$ cat src/rtl/riscv_pkg.sv
// Shared types for the writeback slice: datapath width,
// register index type and the result-select encoding.
package riscv_pkg;

    localparam int XLEN  = 32;
    localparam int NREGS = 32;

    typedef logic [4:0] reg_idx_t;

    typedef enum logic [1:0] {
        RES_ALU  = 2'b00,
        RES_MEM  = 2'b01,
        RES_PC4  = 2'b10,
        RES_RSVD = 2'b11
    } result_src_t;

endpackage

$ cat src/rtl/pipe_writeback_if.sv
// Writeback bundle: retiring instruction from the memory stage,
// decode-stage read ports, forwarded result and retire counter.
interface pipe_writeback_if #(
    parameter int XLEN = riscv_pkg::XLEN
);
    import riscv_pkg::*;

    logic             valid_w;
    logic             reg_write_w;
    result_src_t      result_src_w;
    logic [XLEN-1:0]  alu_result_w;
    logic [XLEN-1:0]  read_data_w;
    logic [XLEN-1:0]  pc_plus_4_w;
    reg_idx_t         rd_w;
    reg_idx_t         rs1_d;
    reg_idx_t         rs2_d;
    logic [XLEN-1:0]  rd1_d;
    logic [XLEN-1:0]  rd2_d;
    logic [XLEN-1:0]  result_w;
    logic             wb_fire;
    logic [63:0]      instret;

    modport master (
        output valid_w, reg_write_w, result_src_w,
        output alu_result_w, read_data_w, pc_plus_4_w,
        output rd_w, rs1_d, rs2_d,
        input  rd1_d, rd2_d, result_w, wb_fire, instret
    );

    modport slave (
        input  valid_w, reg_write_w, result_src_w,
        input  alu_result_w, read_data_w, pc_plus_4_w,
        input  rd_w, rs1_d, rs2_d,
        output rd1_d, rd2_d, result_w, wb_fire, instret
    );

endinterface

$ cat src/rtl/regfile_bank.sv
// Architectural register array: one synchronous write port, two
// combinational read ports, x0 hardwired to zero, async clear.
module regfile_bank #(
    parameter  int XLEN  = 32,
    parameter  int NREGS = 32,
    localparam int AW    = $clog2(NREGS)
) (
    input  logic            clk_i,
    input  logic            rst_ni,
    input  logic            we_i,
    input  logic [AW-1:0]   waddr_i,
    input  logic [XLEN-1:0] wdata_i,
    input  logic [AW-1:0]   raddr1_i,
    input  logic [AW-1:0]   raddr2_i,
    output logic [XLEN-1:0] rdata1_o,
    output logic [XLEN-1:0] rdata2_o
);

    logic [XLEN-1:0] regs_q [1:NREGS-1];

    // clear everything on reset, otherwise commit the write (never x0)
    always_ff @(posedge clk_i or negedge rst_ni) begin
        if (!rst_ni) begin
            for (int i = 1; i < NREGS; i++) begin
                regs_q[i] <= '0;
            end
        end else if (we_i && (waddr_i != '0)) begin
            regs_q[waddr_i] <= wdata_i;
        end
    end

    assign rdata1_o = (raddr1_i == '0) ? '0 : regs_q[raddr1_i];
    assign rdata2_o = (raddr2_i == '0) ? '0 : regs_q[raddr2_i];

endmodule

$ cat src/rtl/pipe_writeback.sv
// Writeback stage: result mux, write enable, optional write-through
// bypass (WB_BYPASS_EN) and the 64-bit retired-instruction counter.
module pipe_writeback #(
    parameter int XLEN  = riscv_pkg::XLEN,
    parameter int NREGS = riscv_pkg::NREGS
) (
    input  logic         clk,
    input  logic         reset,
    pipe_writeback_if.slave wb
);
    import riscv_pkg::*;

    localparam int AW = $clog2(NREGS);

    logic [XLEN-1:0] result;
    logic            fire;
    logic [XLEN-1:0] rf_rd1;
    logic [XLEN-1:0] rf_rd2;
    logic [63:0]     instret_q;
    logic [63:0]     instret_d;

    // pick the value being written back; reserved encoding yields zero
    always_comb begin
        result = '0;
        unique case (wb.result_src_w)
            RES_ALU: result = wb.alu_result_w;
            RES_MEM: result = wb.read_data_w;
            RES_PC4: result = wb.pc_plus_4_w;
            default: result = '0;
        endcase
    end

    assign fire        = wb.valid_w & wb.reg_write_w & (wb.rd_w != '0);
    assign wb.result_w = result;
    assign wb.wb_fire  = fire;

    regfile_bank #(
        .XLEN  (XLEN),
        .NREGS (NREGS)
    ) u_bank (
        .clk_i    (clk),
        .rst_ni   (reset),
        .we_i     (fire),
        .waddr_i  (wb.rd_w[AW-1:0]),
        .wdata_i  (result),
        .raddr1_i (wb.rs1_d[AW-1:0]),
        .raddr2_i (wb.rs2_d[AW-1:0]),
        .rdata1_o (rf_rd1),
        .rdata2_o (rf_rd2)
    );

`ifdef WB_BYPASS_EN
    // forward the in-flight write to a matching read port; the array
    // is being cleared during reset, so reads stay zero then
    always_comb begin
        wb.rd1_d = rf_rd1;
        wb.rd2_d = rf_rd2;
        if (reset && fire && (wb.rs1_d == wb.rd_w)) begin
            wb.rd1_d = result;
        end
        if (reset && fire && (wb.rs2_d == wb.rd_w)) begin
            wb.rd2_d = result;
        end
    end
`else
    assign wb.rd1_d = rf_rd1;
    assign wb.rd2_d = rf_rd2;
`endif

    // count each retiring instruction, wrapping silently
    always_comb begin
        instret_d = instret_q + {63'd0, wb.valid_w};
    end

    // retire counter state
    always_ff @(posedge clk or negedge reset) begin
        if (!reset) begin
            instret_q <= '0;
        end else begin
            instret_q <= instret_d;
        end
    end

    assign wb.instret = instret_q;

endmodule

$ cat src/flat_wrapper.sv
// flat-port wrapper written by rule: the top's interface ports become plain ports
module pipe_writeback_flat import riscv_pkg::*;
#(
    parameter int XLEN  = riscv_pkg::XLEN,
    parameter int NREGS = riscv_pkg::NREGS
)
  (clk, reset, wb_valid_w, wb_reg_write_w, wb_result_src_w, wb_alu_result_w, wb_read_data_w, wb_pc_plus_4_w, wb_rd_w, wb_rs1_d, wb_rs2_d, wb_rd1_d, wb_rd2_d, wb_result_w, wb_wb_fire, wb_instret);
  pipe_writeback_if #(.XLEN(XLEN)) wb_i ();
  input  logic clk;
  input  logic reset;
  input wire logic [$bits(wb_i.valid_w)-1:0] wb_valid_w;
  input wire logic [$bits(wb_i.reg_write_w)-1:0] wb_reg_write_w;
  input wire logic [$bits(wb_i.result_src_w)-1:0] wb_result_src_w;
  input wire logic [$bits(wb_i.alu_result_w)-1:0] wb_alu_result_w;
  input wire logic [$bits(wb_i.read_data_w)-1:0] wb_read_data_w;
  input wire logic [$bits(wb_i.pc_plus_4_w)-1:0] wb_pc_plus_4_w;
  input wire logic [$bits(wb_i.rd_w)-1:0] wb_rd_w;
  input wire logic [$bits(wb_i.rs1_d)-1:0] wb_rs1_d;
  input wire logic [$bits(wb_i.rs2_d)-1:0] wb_rs2_d;
  output wire logic [$bits(wb_i.rd1_d)-1:0] wb_rd1_d;
  output wire logic [$bits(wb_i.rd2_d)-1:0] wb_rd2_d;
  output wire logic [$bits(wb_i.result_w)-1:0] wb_result_w;
  output wire logic [$bits(wb_i.wb_fire)-1:0] wb_wb_fire;
  output wire logic [$bits(wb_i.instret)-1:0] wb_instret;
  assign wb_i.valid_w = wb_valid_w;
  assign wb_i.reg_write_w = wb_reg_write_w;
  assign wb_i.result_src_w = wb_result_src_w;
  assign wb_i.alu_result_w = wb_alu_result_w;
  assign wb_i.read_data_w = wb_read_data_w;
  assign wb_i.pc_plus_4_w = wb_pc_plus_4_w;
  assign wb_i.rd_w = wb_rd_w;
  assign wb_i.rs1_d = wb_rs1_d;
  assign wb_i.rs2_d = wb_rs2_d;
  assign wb_rd1_d = wb_i.rd1_d;
  assign wb_rd2_d = wb_i.rd2_d;
  assign wb_result_w = wb_i.result_w;
  assign wb_wb_fire = wb_i.wb_fire;
  assign wb_instret = wb_i.instret;
  pipe_writeback #(.XLEN(XLEN), .NREGS(NREGS)) u_core (.clk(clk), .reset(reset), .wb(wb_i));
endmodule
$ cat config.mk
export PLATFORM = sky130hd
export DESIGN_NAME = pipe_writeback_flat
export DESIGN_NICKNAME = d
export VERILOG_FILES = /design/src/rtl/riscv_pkg.sv /design/src/rtl/pipe_writeback_if.sv /design/src/rtl/regfile_bank.sv /design/src/rtl/pipe_writeback.sv /design/src/flat_wrapper.sv
export SDC_FILE = /design/constraint.sdc
export NUM_CORES = 2
export LEC_CHECK = 0
export BUFFER_PORTS_ARGS = -buffer_cell sky130_fd_sc_hd__buf_2
export CAP_MARGIN = 5
export CORE_MARGIN = 5
export CORE_UTILIZATION = 50
export DETAILED_ROUTE_END_ITERATION = 10
export MAX_ROUTING_LAYER = met4
export PLACE_DENSITY = 0.63
export REMOVE_ABC_BUFFERS = 1
export SLEW_MARGIN = 10
export SYNTH_ARGS = -nofsm -noshare
export SYNTH_HDL_FRONTEND = slang
export SYNTH_SLANG_ARGS = --single-unit
$ cat constraint.sdc
create_clock -name clk -period 4.9 [get_ports clk]
set_input_delay 0.245 -clock clk [delete_from_list [all_inputs] [get_ports clk]]
set_output_delay 0.245 -clock clk [all_outputs]
set_load 0.01 [all_outputs]
Word-level counts from Yosys, hierarchy flattened
Cells that the tools add are included.
{"block": "word_totals", "reg_bits": 1056, "input_bits": 117, "word_cells": 62}
{"block": "classes", "addsub": 1, "n_reduce_logical": 6, "magnitude_cmp": 4, "eq_ne": 2, "bitwise_logic": 5, "n_mux": 12}
{"op": "$bwmux W992", "count": 1}
{"op": "$bmux W32 S5", "count": 2}
{"op": "$mux W32", "count": 7}
{"op": "$demux W32 S5", "count": 1}
{"op": "$pmux W32 S3", "count": 1}
{"op": "$add A64 B1 Y64", "count": 1}
{"op": "$ge A6 B6 Y1 const B", "count": 3}
{"op": "$not A5 Y6", "count": 3}
{"op": "$logic_not A5 Y1", "count": 2}
{"op": "$lt A6 B1 Y1 const B", "count": 1}
{"op": "$reduce_bool A5 Y1", "count": 1}
{"op": "$and A1 B1 Y1", "count": 2}
{"op": "$eq A2 B1 Y1 const B", "count": 1}
{"op": "$eq A2 B2 Y1 const B", "count": 1}
{"op": "$logic_and A1 B1 Y1", "count": 2}
{"op": "$logic_not A2 Y1", "count": 1}

Logic depth before layout (Yosys ltp)
{"block": "depth", "word_depth": 6, "mapped_depth": 9, "mapped_depth_nobuf": 7}

Modules after synthesis
A second synthesis with hierarchy kept.
{"block": "hier_totals", "cells_unflattened": 3994, "area_unflattened_um2": 57182.3}
{"module": "regfile_bank", "n_inst": 1, "area_per_inst_um2": 53491.3, "cells_each": 3612, "seq_area_each_um2": 24823.8}
{"module": "pipe_writeback", "n_inst": 1, "area_per_inst_um2": 3691.0, "cells_each": 382, "seq_area_each_um2": 1601.5}

Least setup slack after synthesis
Ideal clock, no wire load.
{"block": "synth_path", "path_type": "input to output", "start": "input wb_rs1_d[0]", "end": "output wb_rd1_d[0]", "t_required_ps": 4655, "slack_ps": 2409, "arrival_ps": 2246, "stages": 7, "path_buffers": 3, "cell_sequence": "clkbuf_1 > buf_2 > buf_1 > mux4_2 > mux2_2 > a211oi_1 > a21oi_1"}
{"block": "synth_between", "elab_chain_cells": 5, "elab_cells_between_ends": 6, "classes_between": "mux (4); bitwise (1); reduce/logical (1)"}
{"item": "start, declared", "line_no": "flat_wrapper.sv:18", "source": "input wire logic [$bits(wb_i.rs1_d)-1:0] wb_rs1_d;"}
{"item": "$not A5 Y6 (implied by the code)", "line_no": "regfile_bank.sv:32", "source": "assign rdata1_o = (raddr1_i == '0) ? '0 : regs_q[raddr1_i];"}
{"item": "$bmux W32 S5", "line_no": "regfile_bank.sv:32"}
{"item": "$mux W32 (implied by the code) (2 in a row)", "line_no": "regfile_bank.sv:32"}
{"item": "$mux W32 (*)", "line_no": "regfile_bank.sv:32"}
{"item": "end, declared", "line_no": "flat_wrapper.sv:20", "source": "output wire logic [$bits(wb_i.rd1_d)-1:0] wb_rd1_d;"}
Mark *: on every way between the ends. The rest lies on a longest branch, timed or not. The select of a mux whose other input is x is not followed.

Worst setup path after layout
{"block": "layout_path", "start": "input wb_rs2_d[1]", "end": "output wb_rd2_d[23]"}
{"block": "layout_between", "elab_chain_cells": 5, "elab_cells_between_ends": 6, "classes_between": "mux (4); bitwise (1); reduce/logical (1)"}
{"item": "start, declared", "line_no": "flat_wrapper.sv:19", "source": "input wire logic [$bits(wb_i.rs2_d)-1:0] wb_rs2_d;"}
{"item": "$not A5 Y6 (implied by the code)", "line_no": "regfile_bank.sv:33", "source": "assign rdata2_o = (raddr2_i == '0) ? '0 : regs_q[raddr2_i];"}
{"item": "$bmux W32 S5", "line_no": "regfile_bank.sv:33"}
{"item": "$mux W32 (implied by the code) (2 in a row)", "line_no": "regfile_bank.sv:33"}
{"item": "$mux W32 (*)", "line_no": "regfile_bank.sv:33"}
{"item": "end, declared", "line_no": "flat_wrapper.sv:21", "source": "output wire logic [$bits(wb_i.rd2_d)-1:0] wb_rd2_d;"}
Marked as above.

==> impl_metrics.prom <==
# TYPE chip_impl_metric gauge
chip_impl_metric{name="clock_tree.htree_level_count",unit=""} 3
chip_impl_info{name="status",value="complete, no violations"} 1
chip_impl_metric{name="rows",unit=""} 121
chip_impl_info{name="r2r-start",value="u_core.wb.instret[0]"} 1
chip_impl_info{name="synthTopCellsByArea",value="sky130_fd_sc_hd__dfrtp_1 (48%), sky130_fd_sc_hd__mux4_2 (16%), sky130_fd_sc_hd__a21oi_1 (7.9%)"} 1
chip_impl_info{name="most-common-layout-cells",value="sky130_fd_sc_hd__dfrtp_1 (1056), sky130_fd_sc_hd__nor2_1 (901), sky130_fd_sc_hd__a21oi_1 (828), sky130_fd_sc_hd__mux4_2 (394), sky130_fd_sc_hd__o21ai_0 (289)"} 1
chip_impl_metric{name="yosysWarnings",unit=""} 0
chip_impl_metric{name="synthDominantCellAreaShare",unit="%"} 48.3
chip_impl_metric{name="ys_seq_area_share",unit="%"} 48.3
chip_impl_metric{name="clk_latency",unit="ns"} 0.71
chip_impl_info{name="crit_path_cell_trace",value="buf_6 > buf_4 > mux2_2 > a22oi_1 > nor2_1 > o31ai_1 > o21ai_0 > buf_2"} 1
chip_impl_metric{name="design.final.nets",unit=""} 5311
chip_impl_metric{name="grt_max_degree",unit=""} 180
chip_impl_metric{name="setup_ws",unit="ns"} 1.62
chip_impl_metric{name="total_clock_sinks",unit=""} 1056
chip_impl_metric{name="grt_antenna_before_repair",unit=""} 0
chip_impl_metric{name="worstPathMaxFanout",unit=""} 45
chip_impl_metric{name="count_of_flip_flops_with_a_built_in_enable_after_synthesis",unit=""} 0
chip_impl_metric{name="yosys.cell_types.count",unit=""} 48
chip_impl_metric{name="hold_viol_final",unit=""} 0
chip_impl_metric{name="worst_r2r_path_depth",unit=""} 7
chip_impl_info{name="clock_tree_from_tritoncts",value="done"} 1
chip_impl_info{name="regToRegEndpoint",value="u_core.wb.instret[50]"} 1
chip_impl_metric{name="synth_cells",unit=""} 5177
chip_impl_metric{name="fin_worst_skew",unit="ns"} 0.0194
chip_impl_metric{name="switching_share",unit="%"} 29.0
chip_impl_metric{name="post-route-min-period",unit="ns"} 3.28
chip_impl_metric{name="non_filler_instances",unit=""} 6695
chip_impl_metric{name="placed_cell_area",unit="sq um"} 57700
chip_impl_metric{name="floorplan.die_area",unit="sq um"} 116000
chip_impl_info{name="ctsRootBufferMaster",value="sky130_fd_sc_hd__clkbuf_16"} 1
chip_impl_metric{name="final_core_utilization",unit="%"} 56.7
chip_impl_metric{name="first_global_vias",unit=""} 41800
chip_impl_metric{name="minimum_setup_slack_after_placement",unit="ns"} 1.63
chip_impl_metric{name="total_of_max_cap_violations",unit=""} 0
chip_impl_metric{name="worst_setup_hold_path_clk_slew",unit="ns"} 0.06
chip_impl_metric{name="tightest_slew",unit="ns"} 1.18
chip_impl_info{name="synth_top_cell_by_area",value="sky130_fd_sc_hd__dfrtp_1"} 1
chip_impl_metric{name="fin_worst_hold_slack",unit="ns"} 0.0169
chip_impl_metric{name="share_seq_of_total_power",unit="%"} 44.8
chip_impl_info{name="setup.worst_path.end",value="wb_rd2_d[23]"} 1
chip_impl_info{name="holdCritPathClass",value="input port to flop"} 1
chip_impl_metric{name="ios",unit=""} 278
chip_impl_metric{name="pwr-share-clk",unit="%"} 35.3
chip_impl_metric{name="timing.critical_path.buf_inv",unit=""} 3
chip_impl_metric{name="p_leak",unit="nW"} 27.3
chip_impl_metric{name="power.switching",unit="W"} 0.00740
chip_impl_metric{name="worst-endpoint-arrival",unit="ns"} 3.03
chip_impl_metric{name="globalRoute.totalOverflow",unit=""} 0
chip_impl_metric{name="combPwrFrac",unit="%"} 19.9
chip_impl_metric{name="first_iter_violations",unit=""} 4229
chip_impl_metric{name="worst_slew_margin_rel",unit="%"} 20.9
chip_impl_info{name="cell_at_the_slowest_stage_of_the_critical_path",value="sky130_fd_sc_hd__buf_4"} 1
chip_impl_metric{name="drt_first_pass_iters",unit=""} 6
chip_impl_metric{name="n_antenna_cell",unit=""} 0
chip_impl_metric{name="via_per_inst",unit=""} 6.32
chip_impl_metric{name="syn-cell-area",unit="sq um"} 54800
chip_impl_metric{name="clock.fmax",unit="MHz"} 305
chip_impl_metric{name="syn2layout_area_growth",unit="%"} 12.8
chip_impl_metric{name="worst_path_largest_cell_delay",unit="ns"} 0.68
chip_impl_metric{name="ir_worst_vdd",unit="mV"} 0.283
chip_impl_metric{name="min_period_over_period",unit="%"} 66.9
chip_impl_metric{name="routed_wirelength",unit="microns"} 179000
chip_impl_metric{name="tritoncts.num_buffers",unit=""} 114
chip_impl_metric{name="buffer_ports.inserted",unit=""} 277
chip_impl_info{name="worst_setup_path_startpoint",value="wb_rs2_d[1]"} 1
chip_impl_info{name="worst-setup-path-type",value="input port to output pin"} 1
chip_impl_metric{name="power-per-cell-area",unit="nW/um^2"} 414
chip_impl_metric{name="layout-drive-gt1-share",unit="%"} 22.0
chip_impl_info{name="setup_crit_end_kind",value="output pin"} 1
chip_impl_metric{name="post-route-drc-count",unit=""} 0
chip_impl_metric{name="wl_per_cell",unit="microns"} 26.7
chip_impl_info{name="start_kind",value="input port"} 1
chip_impl_metric{name="clk_path_buf_depth",unit=""} 3
chip_impl_metric{name="post_cts_resize_count",unit=""} 0
chip_impl_info{name="rsz0062_at_grt",value="no"} 1
chip_impl_metric{name="async_flop_share",unit="%"} 100
chip_impl_metric{name="dp_hpwl",unit="microns"} 104000
chip_impl_metric{name="finalSetupViolCount",unit=""} 0
chip_impl_metric{name="path_depth",unit=""} 8
chip_impl_metric{name="detail-route-antenna-nets",unit=""} 0
chip_impl_metric{name="detailroute.via_count",unit=""} 42300
chip_impl_metric{name="crit_required",unit="ns"} 4.66
chip_impl_metric{name="grtUsageTotal",unit="%"} 31.5
chip_impl_metric{name="starting_density",unit="%"} 50.3
chip_impl_metric{name="wire_length_of_the_first_global_routing_pass",unit="microns"} 270000
chip_impl_metric{name="dieHeight",unit="microns"} 341
chip_impl_metric{name="mean_syn_cell_area",unit="sq um"} 10.6
chip_impl_metric{name="dieWidth",unit="microns"} 341
chip_impl_info{name="yosys_most_used_dff",value="sky130_fd_sc_hd__dfrtp_1"} 1
chip_impl_info{name="critPathTopFamily",value="buffers and inverters"} 1
chip_impl_metric{name="ff2ff_setup_slack",unit="ns"} 2.41
chip_impl_metric{name="final_design_area_excluding_fillers",unit="sq um"} 61800
chip_impl_metric{name="internal-power",unit="W"} 0.0182
chip_impl_metric{name="ys_seq_elements",unit=""} 1056
chip_impl_metric{name="placeable_area",unit="sq um"} 109000
chip_impl_metric{name="final-max-slew-violation-count",unit=""} 0
chip_impl_info{name="layout_commonest_cell",value="sky130_fd_sc_hd__dfrtp_1"} 1
chip_impl_metric{name="placed_cells",unit=""} 6483
chip_impl_metric{name="rd_place_congestion",unit=""} 0.842
power groups by stage:
stage	logic, W	registers (W)	clock network (W)
global route	0.00559	0.0116	0.00949
CTS	0.00509	0.0114	0.00913
floorplan	0.00346	0.0112	0
finish	0.00509	0.0115	0.00902
detailed placement	0.00507	0.0116	0
global placement	0.00494	0.0115	0
registers in the layout, summed over array words and instances (netlist names):
| name | cells |
|---|---|
| u_core.u_bank.regs_q | 992 |
| u_core.wb.instret | 64 |
cell type report:
cell class	instances	area [sq um]
Clock buffer	176	3510
Clock inverter	29	422
Fill cell	9287	47100
Inverter	41	154
Multi-Input combinational cell	3569	26700
Sequential cell	1056	26400
Tap cell	1414	1770
Timing Repair Buffer	410	2810
logic make-up after synthesis:
kind of cell | count (synthesis) | synth area share [%]
AND/OR/NAND/NOR | 1395 | 10.6
buffers and inverters | 552 | 3.89
adder cells (fa/ha/maj) | 2 | 0.0457
flip-flops | 1056 | 48.3
XOR/XNOR | 62 | 1.01
multiplexers | 713 | 22.3
AO/OA/AOI/OAI | 1397 | 14.0
worst register-to-register path: stages (launching register included):
cell and delay (ns):
sky130_fd_sc_hd__dfrtp_1 0.35, sky130_fd_sc_hd__ha_1 0.22, sky130_fd_sc_hd__ha_1 0.22, sky130_fd_sc_hd__nand4_1 0.18, sky130_fd_sc_hd__nor2_1 0.38, sky130_fd_sc_hd__nand4_1 0.52, sky130_fd_sc_hd__nor3_1 0.38, sky130_fd_sc_hd__xor2_1 0.18
worst min path at each step:
| stage | start | endpoint | slack, ns | cells after the start |
|---|---|---|---|---|
| global route | wb_read_data_w[3] | u_core.u_bank.regs_q[611] | 0.02 | 3 |
| floorplan | reset | u_core.u_bank.regs_q[0] | -0.05 | 0 |
| global placement | reset | u_core.u_bank.regs_q[612] | 0.31 | 1 |
| detailed placement | reset | u_core.u_bank.regs_q[612] | 0.31 | 1 |
| finish | wb_read_data_w[3] | u_core.u_bank.regs_q[707] | 0.02 | 3 |
| CTS | wb_read_data_w[27] | u_core.u_bank.regs_q[635] | 0.02 | 3 |
through the flow:
stage / total power, W / setup TNS [ns]
CTS: 0.0256 / 0
global route: 0.0267 / 0
finish: 0.0256 / 0
detailed placement: 0.0166 / 0
floorplan: 0.0146 / -25.66
global placement: 0.0164 / 0
cell usage after synthesis, drive strengths merged, types with 3 or more instances:
master     n
a211oi    23
mux4     394
a21oi    860
and4       6
buf       95
mux2     104
mux2i    215
nand2b    14
or2        4
o22ai     49
o31ai     32
o21ai    289
nor3      40
and2       4
xor2      29
a22o      64
a221oi    19
nor2     914
nand3b     5
dfrtp   1056
nand2    287
nor4      19
a31oi      4
and3       4
nand3     29
o21bai     4
xnor2     33
nor2b     34
nand4     29
inv       41
clkbuf   416
a22oi     49
a221o      3
timing repair:
| item | 4_1_cts | 5_1_grt |
|---|---|---|
| setup buffers | 0 | 0 |
| hold endpoints to repair | 86 | 0 |
| hold buffers | 7 | 0 |
metal layers:
| layer | routed length [microns] | track usage, % | up-vias |
|---|---|---|---|
| li1 | - | - | 18700 |
| met1 | 73400 | 42.6 | 21500 |
| met2 | 85100 | 49.3 | 1790 |
| met3 | 12900 | 4.73 | 398 |
| met4 | 7210 | 10.8 | 0 |
| met5 | 0 | - | - |
Note: power is estimated with default switching activity, not from simulation.
